`src/rtl/iter_mul_unit.sv`:
```
// Iterative shift-add multiplier, signed/unsigned, full 2*WIDTH product.
// Optional macro ITER_MUL_EARLY_TERM_EN: leave RUN once the multiplier runs out of set bits.
module iter_mul_unit #(
  parameter int WIDTH = 16,
  parameter int CNT_W = $clog2(WIDTH + 1)
) (
  input  logic             Clock,
  input  logic             Reset,
  input  logic             iStart,
  input  logic             iSigned,
  input  logic [WIDTH-1:0] iData_A,
  input  logic [WIDTH-1:0] iData_B,
  output logic             oBusy,
  output logic             oDone,
  output logic [WIDTH-1:0] oResultLow,
  output logic [WIDTH-1:0] oResultHigh
);

  typedef enum logic [1:0] {IDLE, RUN, FIX, DONE} state_t;

  state_t             state, state_nxt;
  logic [2*WIDTH-1:0] mcand, acc;
  logic [WIDTH-1:0]   mplr, mplr_shr;
  logic [WIDTH-1:0]   mag_a, mag_b;
  logic [CNT_W-1:0]   cnt;
  logic               neg;
  logic               start_ok, last_run;

  // Magnitudes are unsigned WIDTH-bit, so |-2^(W-1)| = 2^(W-1) fits exactly.
  assign mag_a    = (iSigned && iData_A[WIDTH-1]) ? WIDTH'(-iData_A) : iData_A;
  assign mag_b    = (iSigned && iData_B[WIDTH-1]) ? WIDTH'(-iData_B) : iData_B;
  assign start_ok = iStart && (state == IDLE || state == DONE);
  assign mplr_shr = mplr >> 1;

`ifdef ITER_MUL_EARLY_TERM_EN
  assign last_run = (cnt == CNT_W'(WIDTH - 1)) || (mplr_shr == '0);
`else
  assign last_run = (cnt == CNT_W'(WIDTH - 1));
`endif

  assign oBusy = (state == RUN) || (state == FIX);

  always_ff @(posedge Clock) begin
    if (Reset) state <= IDLE;
    else       state <= state_nxt;
  end

  always_comb begin
    state_nxt = state;
    case (state)
      IDLE:    if (iStart) state_nxt = RUN;
      RUN:     if (last_run) state_nxt = FIX;
      FIX:     state_nxt = DONE;
      DONE:    state_nxt = iStart ? RUN : IDLE;
      default: state_nxt = IDLE;
    endcase
  end

  always_ff @(posedge Clock) begin
    if (Reset) begin
      mcand       <= '0;
      acc         <= '0;
      mplr        <= '0;
      cnt         <= '0;
      neg         <= 1'b0;
      oDone       <= 1'b0;
      oResultLow  <= '0;
      oResultHigh <= '0;
    end else begin
      oDone <= 1'b0;
      if (start_ok) begin
        mcand <= {{WIDTH{1'b0}}, mag_a};
        mplr  <= mag_b;
        acc   <= '0;
        cnt   <= '0;
        neg   <= iSigned & (iData_A[WIDTH-1] ^ iData_B[WIDTH-1]);
      end else if (state == RUN) begin
        if (mplr[0]) acc <= acc + mcand;
        mcand <= mcand << 1;
        mplr  <= mplr_shr;
        cnt   <= cnt + 1'b1;
      end else if (state == FIX) begin
        {oResultHigh, oResultLow} <= neg ? -acc : acc;
        oDone <= 1'b1;
      end
    end
  end

endmodule

```
`config.mk`:
```
export PLATFORM = sky130hd
export DESIGN_NAME = iter_mul_unit
export DESIGN_NICKNAME = d
export VERILOG_FILES = /design/src/rtl/iter_mul_unit.sv
export SDC_FILE = /design/constraint.sdc
export NUM_CORES = 1
export LEC_CHECK = 0
export ABC_AREA = 1
export BUFFER_PORTS_ARGS = -buffer_cell sky130_fd_sc_hd__buf_2
export CAP_MARGIN = 30
export CORE_MARGIN = 2
export CORE_UTILIZATION = 56
export DETAILED_ROUTE_END_ITERATION = 8
export GPL_ROUTABILITY_DRIVEN = 1
export PLACE_DENSITY = 0.78
export SLEW_MARGIN = 20
export SYNTH_ARGS = -nofsm -noshare
export SYNTH_HDL_FRONTEND = slang
export SYNTH_SLANG_ARGS = --single-unit
```
`constraint.sdc`:
```
create_clock -name Clock -period 1.9 [get_ports Clock]
set_input_delay 0.38 -clock Clock [delete_from_list [all_inputs] [get_ports Clock]]
set_output_delay 0.38 -clock Clock [all_outputs]
set_load 0.05 [all_outputs]
```
==> flow_summary.toml, run 1 <==
[floorplanning]
io_pins = 70
core_um2 = 15710
fp.dieArea_um2 = 16880
die_x_um = 129.9
die_h_um = 129.9
fp-row-count = 46
initial_utilization_pct = 56.51

[clock_network]
clk_pin_slew_ns = 0.06
clock_sink_count = 121
numCtsBuffers = 17
cts_hold_buf = 0
clk_latency_ns = 0.43
cts_tree = "built"
clk_path_buf_depth = 2
clockRootBuffer = "clkbuf_16"
htree_levels = 4

[hold_path]
hold_end = "mcand[0]"
hold_class = "input port to register"
hold_start = "iData_A[0]"
hold_depth = 3

[placed_design]
dp_hpwl_mm = 18.74
routabilityCongestion = 0.9496
io_buffers = 69
placed_cell_area_um2 = 9748
dp_slack_ns = -0.01629

[power]
ir_worst_vdd_v = 0.0007822
leakage_uw = 0.005558
power_density_nw_per_um2 = 1173
p_total_uw = 12780

[timing]
relSlewSlack_pct = 60.99
final_hold_viol_count = 0
finalCritPeriodShare_pct = 97.87
setup_viol = 0
holdWs_ns = 0.2330
fin_ws_ns = 0.04049
min_period_ns = 1.860
finalClockSkew_ns = 0.005760
clock.fmax_mhz = 537.8
slew_violations = 0
grt_setup_unrepaired = "true"
tightest_slew_ns = 0.5844

[drt]
wirelength_mm = 24.62
highest_layer = "met4"
avgViaCountPerCell = 5.269
ant_nets = 0
first_pass_iters = 6
wl_met3_mm = 1.644
route.vias.total = 9531
dr.first_iter.drc_count = 850
wl_met2_mm = 11.49
wirelength_met1_mm = 11.06
wl_per_cell_um = 13.61
drcViolationCount = 0

[grt]
grtUsageTotal_pct = 29.19
grt_max_degree = 43
antenna_found_initial = 1
grt_pass1_wl_mm = 39.35
grt-ovfl-total = 0
grt_pass1_vias = 8426

[synth]
syn-num-nets = 1559
synth_area_um2 = 8880
synthCells = 1481
yosysTopAreaCell = "dfxtp_1"
seq_area_frac_synth_pct = 27.28
synth_cell_types = 43
syn_avg_cell_area_um2 = 5.996
ys_async_sr_fraction_pct = 0
synth.area.top_cells = "dfxtp_1 (27%), nand2_1 (20%), inv_1 (9.7%), a21oi_1 (7.5%), ha_1 (5.8%)"
synth_flop_cell = "dfxtp_1"
yosysWarnings = 0
synth-seq-cells = 121
synth_edf_count = 0
synth_top_area_share_pct = 27.28

[worst_setup_path]
r2r_cells = 12
r2r-start = "acc[15]"
worstPathRequired_ns = 2.23
worst-path-max-fanout = 4
cp.arrival_ns = 2.19
endpoint_kind = "register"
worstSetupStartpointType = "register"
timing.rr.end = "acc[24]"
setup.worst_path.class = "register to register"
r2r_slack_ns = 0.04

[final_layout]
syn_to_final_growth_pct = 22.71
diodes = 0
final_util_pct = 69.35
drive_gt1_share_pct = 18.08
fin_nets = 1658
final_area_um2 = 10900

[outcome]
status = "complete, no violations"

[flow_run]
cap_violations = 0
## layout make-up
cell class / instances / area [um^2]
clock inverters: 12 / 221.5
flip-flops and latches: 121 / 2437
repair buffers: 124 / 812.0
multi-input cells: 1072 / 5789
well taps: 216 / 270.3
clock buffers: 20 / 446.7
fillers: 1353 / 4816
inverters: 244 / 919.6
## per-layer routing
metal / global-route usage [%] / up-vias
met5: 0 / -
met4: 8.855 / 0
met3: 5.740 / 44
met2: 47.27 / 294
met1: 39.44 / 4328
li1: - / 4865
## worst max-delay path, cell delays in order (launching register included)
cell and delay, ns:
dfxtp_1 0.41, ha_1 0.32, nand2_1 0.18, inv_1 0.06, nand2_1 0.06, nand2_1 0.07
o21bai_2 0.21, nand2_1 0.11, nand3_1 0.08, nand2_1 0.07, nand3_1 0.08, nand2_1 0.07
inv_1 0.03
## through the flow
stage          setup TNS, ns  cells
6_report                   0   1809
3_5_place_dp        -0.03276   1776
2_1_floorplan              0   1481
3_3_place_gp       -0.004477   1776
4_1_cts             -0.01689   1808
5_1_grt              -0.2011   1809
## how the worst max path moves through the flow
stage                        start       endpoint  slack [ns]  cells past startpoint
final                      acc[15]        acc[24]        0.04                     12
after floorplan           state[0]  oResultLow[5]      0.0002                     10
after global placement     acc[21]        acc[30]      -0.004                     11
after CTS                 state[0]       mcand[1]       -0.02                      8
after global routing      state[0]       mcand[4]       -0.05                      9
after detailed placement  mcand[0]        acc[24]       -0.02                     12
## timing repair
action | 4_1_cts | 5_1_grt
buffers inserted | 0 | 1
resized for setup | 2 | 103
pin swaps | 1 | 7
hold endpoints to repair | 0 | 0
setup endpoints to repair | 7 | 55
## sequential cells by signal, summed over array words and instances, names as in the netlist
register	flops
acc	32
cnt	5
mcand	32
mplr	16
neg	1
oDone	1
oResultHigh	16
oResultLow	16
state	2
## Yosys cell counts, types with 2 or more instances
library cell and number:
nor3_1 8, nand3_2 2, nor2_2 7, o21ai_0 63
o22ai_1 2, nand4_1 16, inv_2 13, o221ai_1 3
nand3_1 100, buf_4 3, nor2_4 2, xor2_1 40
o21a_1 6, nor2_1 118, ha_1 41, nand2_1 468
buf_2 17, o21ai_1 16, o21bai_1 5, nand2_2 12
a21oi_1 133, inv_1 230, a31oi_1 4, and2_1 3
clkbuf_1 20, buf_1 3, xnor2_1 4, dfxtp_1 121
o211ai_1 7
## cell usage in the layout, fill, tap and decap left out, types with 7 or more instances in the layout
| cell type | netlist | layout |
|---|---|---|
| nand2_2 | 12 | 27 |
| xor2_1 | 40 | 40 |
| o21ai_1 | 16 | 19 |
| a21oi_2 | 0 | 13 |
| nand2_1 | 468 | 452 |
| o211ai_1 | 7 | 7 |
| nand3_1 | 100 | 93 |
| buf_4 | 3 | 50 |
| o21ai_0 | 63 | 59 |
| a21oi_1 | 133 | 120 |
| nand3_2 | 2 | 7 |
| inv_2 | 13 | 13 |
| dfxtp_2 | 0 | 12 |
| nor2_1 | 118 | 103 |
| nor3_1 | 8 | 8 |
| inv_1 | 230 | 229 |
| ha_1 | 41 | 18 |
| buf_2 | 17 | 69 |
| nor2_2 | 7 | 19 |
| clkbuf_16 | 0 | 17 |
| ha_4 | 0 | 18 |
| dfxtp_1 | 121 | 109 |
| nand4_1 | 16 | 16 |
## kinds of logic (layout without fill, tap and decap cells)
kind of cell             count (synthesis)  count (layout)  synth area share [%]
AND/OR/NAND/NOR                        742             742                 35.07
buffers and inverters                  288             400                 12.62
AO/OA/AOI/OAI                          244             244                 14.68
flip-flops                             121             121                 27.28
XOR/XNOR                                44              44                 4.340
adder cells (fa/ha/maj)                 42              42                 6.003
## power by group
group	leakage [uW]	internal (uW)	switching, uW
logic	0.00424	1970	3630
clock network	0.000328	2490	1200
registers	0.000990	3070	414
total	0.00556	7540	5240
Note: power is estimated with default switching activity, not from simulation.
==> inputs of run 2 (changes only) <==
--- a/config.mk
+++ b/config.mk
@@ -5,14 +5,13 @@
 export SDC_FILE = /design/constraint.sdc
 export NUM_CORES = 1
 export LEC_CHECK = 0
-export ABC_AREA = 1
 export BUFFER_PORTS_ARGS = -buffer_cell sky130_fd_sc_hd__buf_2
 export CAP_MARGIN = 30
 export CORE_MARGIN = 2
-export CORE_UTILIZATION = 56
+export CORE_UTILIZATION = 55
 export DETAILED_ROUTE_END_ITERATION = 8
 export GPL_ROUTABILITY_DRIVEN = 1
-export PLACE_DENSITY = 0.78
+export PLACE_DENSITY = 0.77
 export SLEW_MARGIN = 20
 export SYNTH_ARGS = -nofsm -noshare
 export SYNTH_HDL_FRONTEND = slang
==> run 2 against run 1 <==
The flow now finishes with violations (setup timing). Register-to-register slack worse by 0.98 ns. Largest cell class unchanged. Count of clock-buffer cells in the layout up 2. Clock skew up 0.0037 ns. Die area down 9.5%. Highest routed layer is now met5.
==> flow_summary.toml, run 2 <==
[timing]
relSlewSlack_pct = 44.82
finalClockSkew_ns = 0.009446
slew_violations = 0
setup_viol = 47
tightest_slew_ns = 0.8277
min_period_ns = 2.839
holdWs_ns = 0.2508
fin_ws_ns = -0.9395
finalCritPeriodShare_pct = 149.4
final_hold_viol_count = 0
grt_setup_unrepaired = "true"
clock.fmax_mhz = 352.2

[drt]
dr.first_iter.drc_count = 992
avgViaCountPerCell = 6.292
ant_nets = 0
route.vias.total = 9048
wl_per_cell_um = 20.61
first_pass_iters = 5
wirelength_mm = 29.64
drcViolationCount = 0

[grt]
grt_pass1_wl_mm = 39.34
grt-ovfl-total = 0
grt_max_degree = 69
grt_pass1_vias = 8183
grtUsageTotal_pct = 32.83
antenna_found_initial = 0

[worst_setup_path]
r2r-start = "acc[11]"
worstPathRequired_ns = 2.24
endpoint_kind = "register"
r2r_slack_ns = -0.94
r2r_cells = 8
cp.arrival_ns = 3.18
timing.rr.end = "oResultHigh[13]"
worst-path-max-fanout = 5
worstSetupStartpointType = "register"
setup.worst_path.class = "register to register"

[clock_network]
clockRootBuffer = "clkbuf_16"
numCtsBuffers = 17
clk_latency_ns = 0.43
clock_sink_count = 121
clk_path_buf_depth = 2
htree_levels = 4
cts_tree = "built"
clk_pin_slew_ns = 0.05

[synth]
synth_area_um2 = 7866
syn-num-nets = 1055
syn_avg_cell_area_um2 = 8.051
synth_top_area_share_pct = 30.79
yosysMostFrequentCell = "dfxtp_1"
synth_edf_count = 0
synth_cell_types = 67
ys_async_sr_fraction_pct = 0
synth-seq-cells = 121
yosysTopAreaCell = "dfxtp_1"
synthCells = 977
yosys-top-cells-count = "dfxtp_1 (121), nand2_1 (103), nor2_1 (94)"
yosysWarnings = 0
seq_area_frac_synth_pct = 30.79
synth.area.top_cells = "dfxtp_1 (31%), ha_1 (6.5%), mux2i_1 (6.2%), a211oi_1 (5.4%), a21oi_1 (5.1%)"
synth_flop_cell = "dfxtp_1"

[power]
power_frac_seq_pct = 27.2
p_int_uw = 7578
power.share.switching_pct = 38.37
combPwrFrac_pct = 45.7
ir_worst_vdd_v = 0.001314
power_density_nw_per_um2 = 1039
clockPowerShare_pct = 27.1
p_switching_uw = 4719
leakage_uw = 0.005017

[final_layout]
drive_gt1_share_pct = 39.90
syn_to_final_growth_pct = 50.49
final_util_pct = 84.95
layout_commonest_cell = "buf_4"
reg_top3 = "acc x32, mcand x32"
fin_nets = 1323
diodes = 0
final_cell_mix = "buf_4 (213), nand2_1 (99), dfxtp_1 (95), nor2_1 (93), buf_2 (69)"

[floorplanning]
core_um2 = 13930
io_pins = 70
initial_utilization_pct = 56.45
die_h_um = 123.6
die_x_um = 123.6
fp-row-count = 43
fp.dieArea_um2 = 15270

[hold_path]
hold_end = "mplr[15]"
hold_class = "input port to register"
hold_depth = 3
hold_start = "iData_B[15]"

[placed_design]
routabilityCongestion = 0.9663
io_buffers = 69
dp_slack_ns = -0.5580
dp_hpwl_mm = 16.99

[outcome]
violations = "setup timing"
status = "finished with violations"

[flow_run]
cap_violations = 0
==> run 2: cell types whose count changed in the layout (fill, tap and decap cells not counted), moves of 27 or more <==
cell      delta
nand2_2     -27
a211oi_1    +50
nand2_1    -353
mux2i_1     +49
nand3_1     -68
inv_1      -207
buf_4      +163
xnor2_1     +32
o21ai_0     -39
a21oi_1     -66
==> run 2: kinds of logic (layout without fill, tap and decap cells) <==
kind of cell    count (synthesis)  count (layout)  share of synthesized area (%)
compound gates                271             271                          23.40
xor+xnor                       73              73                          8.128
fa+ha+maj                      42              42                          6.776
buf+inv                        91             372                          4.374
flops                         121             121                          30.79
mux                            49              49                          6.235
simple gates                  330             330                          20.30
==> run 2: metal layers <==
| layer | routed length, um | vias up | share of wire (%) | global-route usage [%] |
|---|---|---|---|---|
| met3 | 2752 | 136 | 9.3 | 5.723 |
| met1 | 11440 | 4227 | 39 | 40.99 |
| met2 | 13870 | 578 | 47 | 55.53 |
| li1 | - | 4105 | - | - |
| met4 | 1532 | 2 | 5.2 | 14.28 |
| met5 | 45 | - | 0.15 | 0 |
==> run 2: worst max-delay path by stage <==
stage	start	to	slack (ns)	depth (start not counted)
finish	acc[11]	oResultHigh[13]	-0.94	8
floorplan	acc[0]	acc[26]	-0.35	9
global placement	mcand[0]	acc[26]	-0.49	9
global route	acc[11]	oResultHigh[13]	-0.97	8
CTS	mcand[0]	acc[28]	-0.51	9
detailed placement	mcand[0]	acc[26]	-0.56	9
==> run 2: what timing repair did <==
action	in CTS	in global routing
hold buffers	0	0
setup buffers	11	17
gates resized for setup	47	94
endpoints found under the setup margin	46	60
gates cloned	0	4
pin swaps	40	55
==> run 2: power groups by stage <==
stage / combinational (uW) / clock [uW] / sequential (uW)
final: 5620 / 3330 / 3340
after global routing: 5970 / 3440 / 3390
after CTS: 4850 / 3320 / 3290
after detailed placement: 4630 / 0 / 3330
after global placement: 4490 / 0 / 3310
after floorplan: 2790 / 0 / 3640
==> run 2: per-stage QoR <==
stage,setup TNS (ns),total power [uW],cells,instance area (um^2)
after detailed placement,-14.96,7966,1380,10340
after CTS,-12.75,11460,1421,11230
final,-19.37,12300,1438,11840
after global routing,-22.24,12800,1438,11840
after global placement,-11.95,7804,1380,10340
after floorplan,-4.867,6425,977,8391
==> run 2: critical path, stage by stage, from the launching register on <==
cell,delay [ns]
dfxtp_4,0.36
buf_6,0.12
or4_4,0.52
or3_4,0.40
o31ai_4,0.49
a21boi_4,0.42
and3_1,0.21
o21ai_1,0.08
a21oi_1,0.17
==> run 2: cell type report <==
class	count	area, um^2
clock inverters	10	150.1
multi-input cells	765	6051
flip-flops and latches	121	2475
fillers	727	2097
repair buffers	316	2402
well taps	180	225.2
inverters	24	90.09
clock buffers	22	444.2
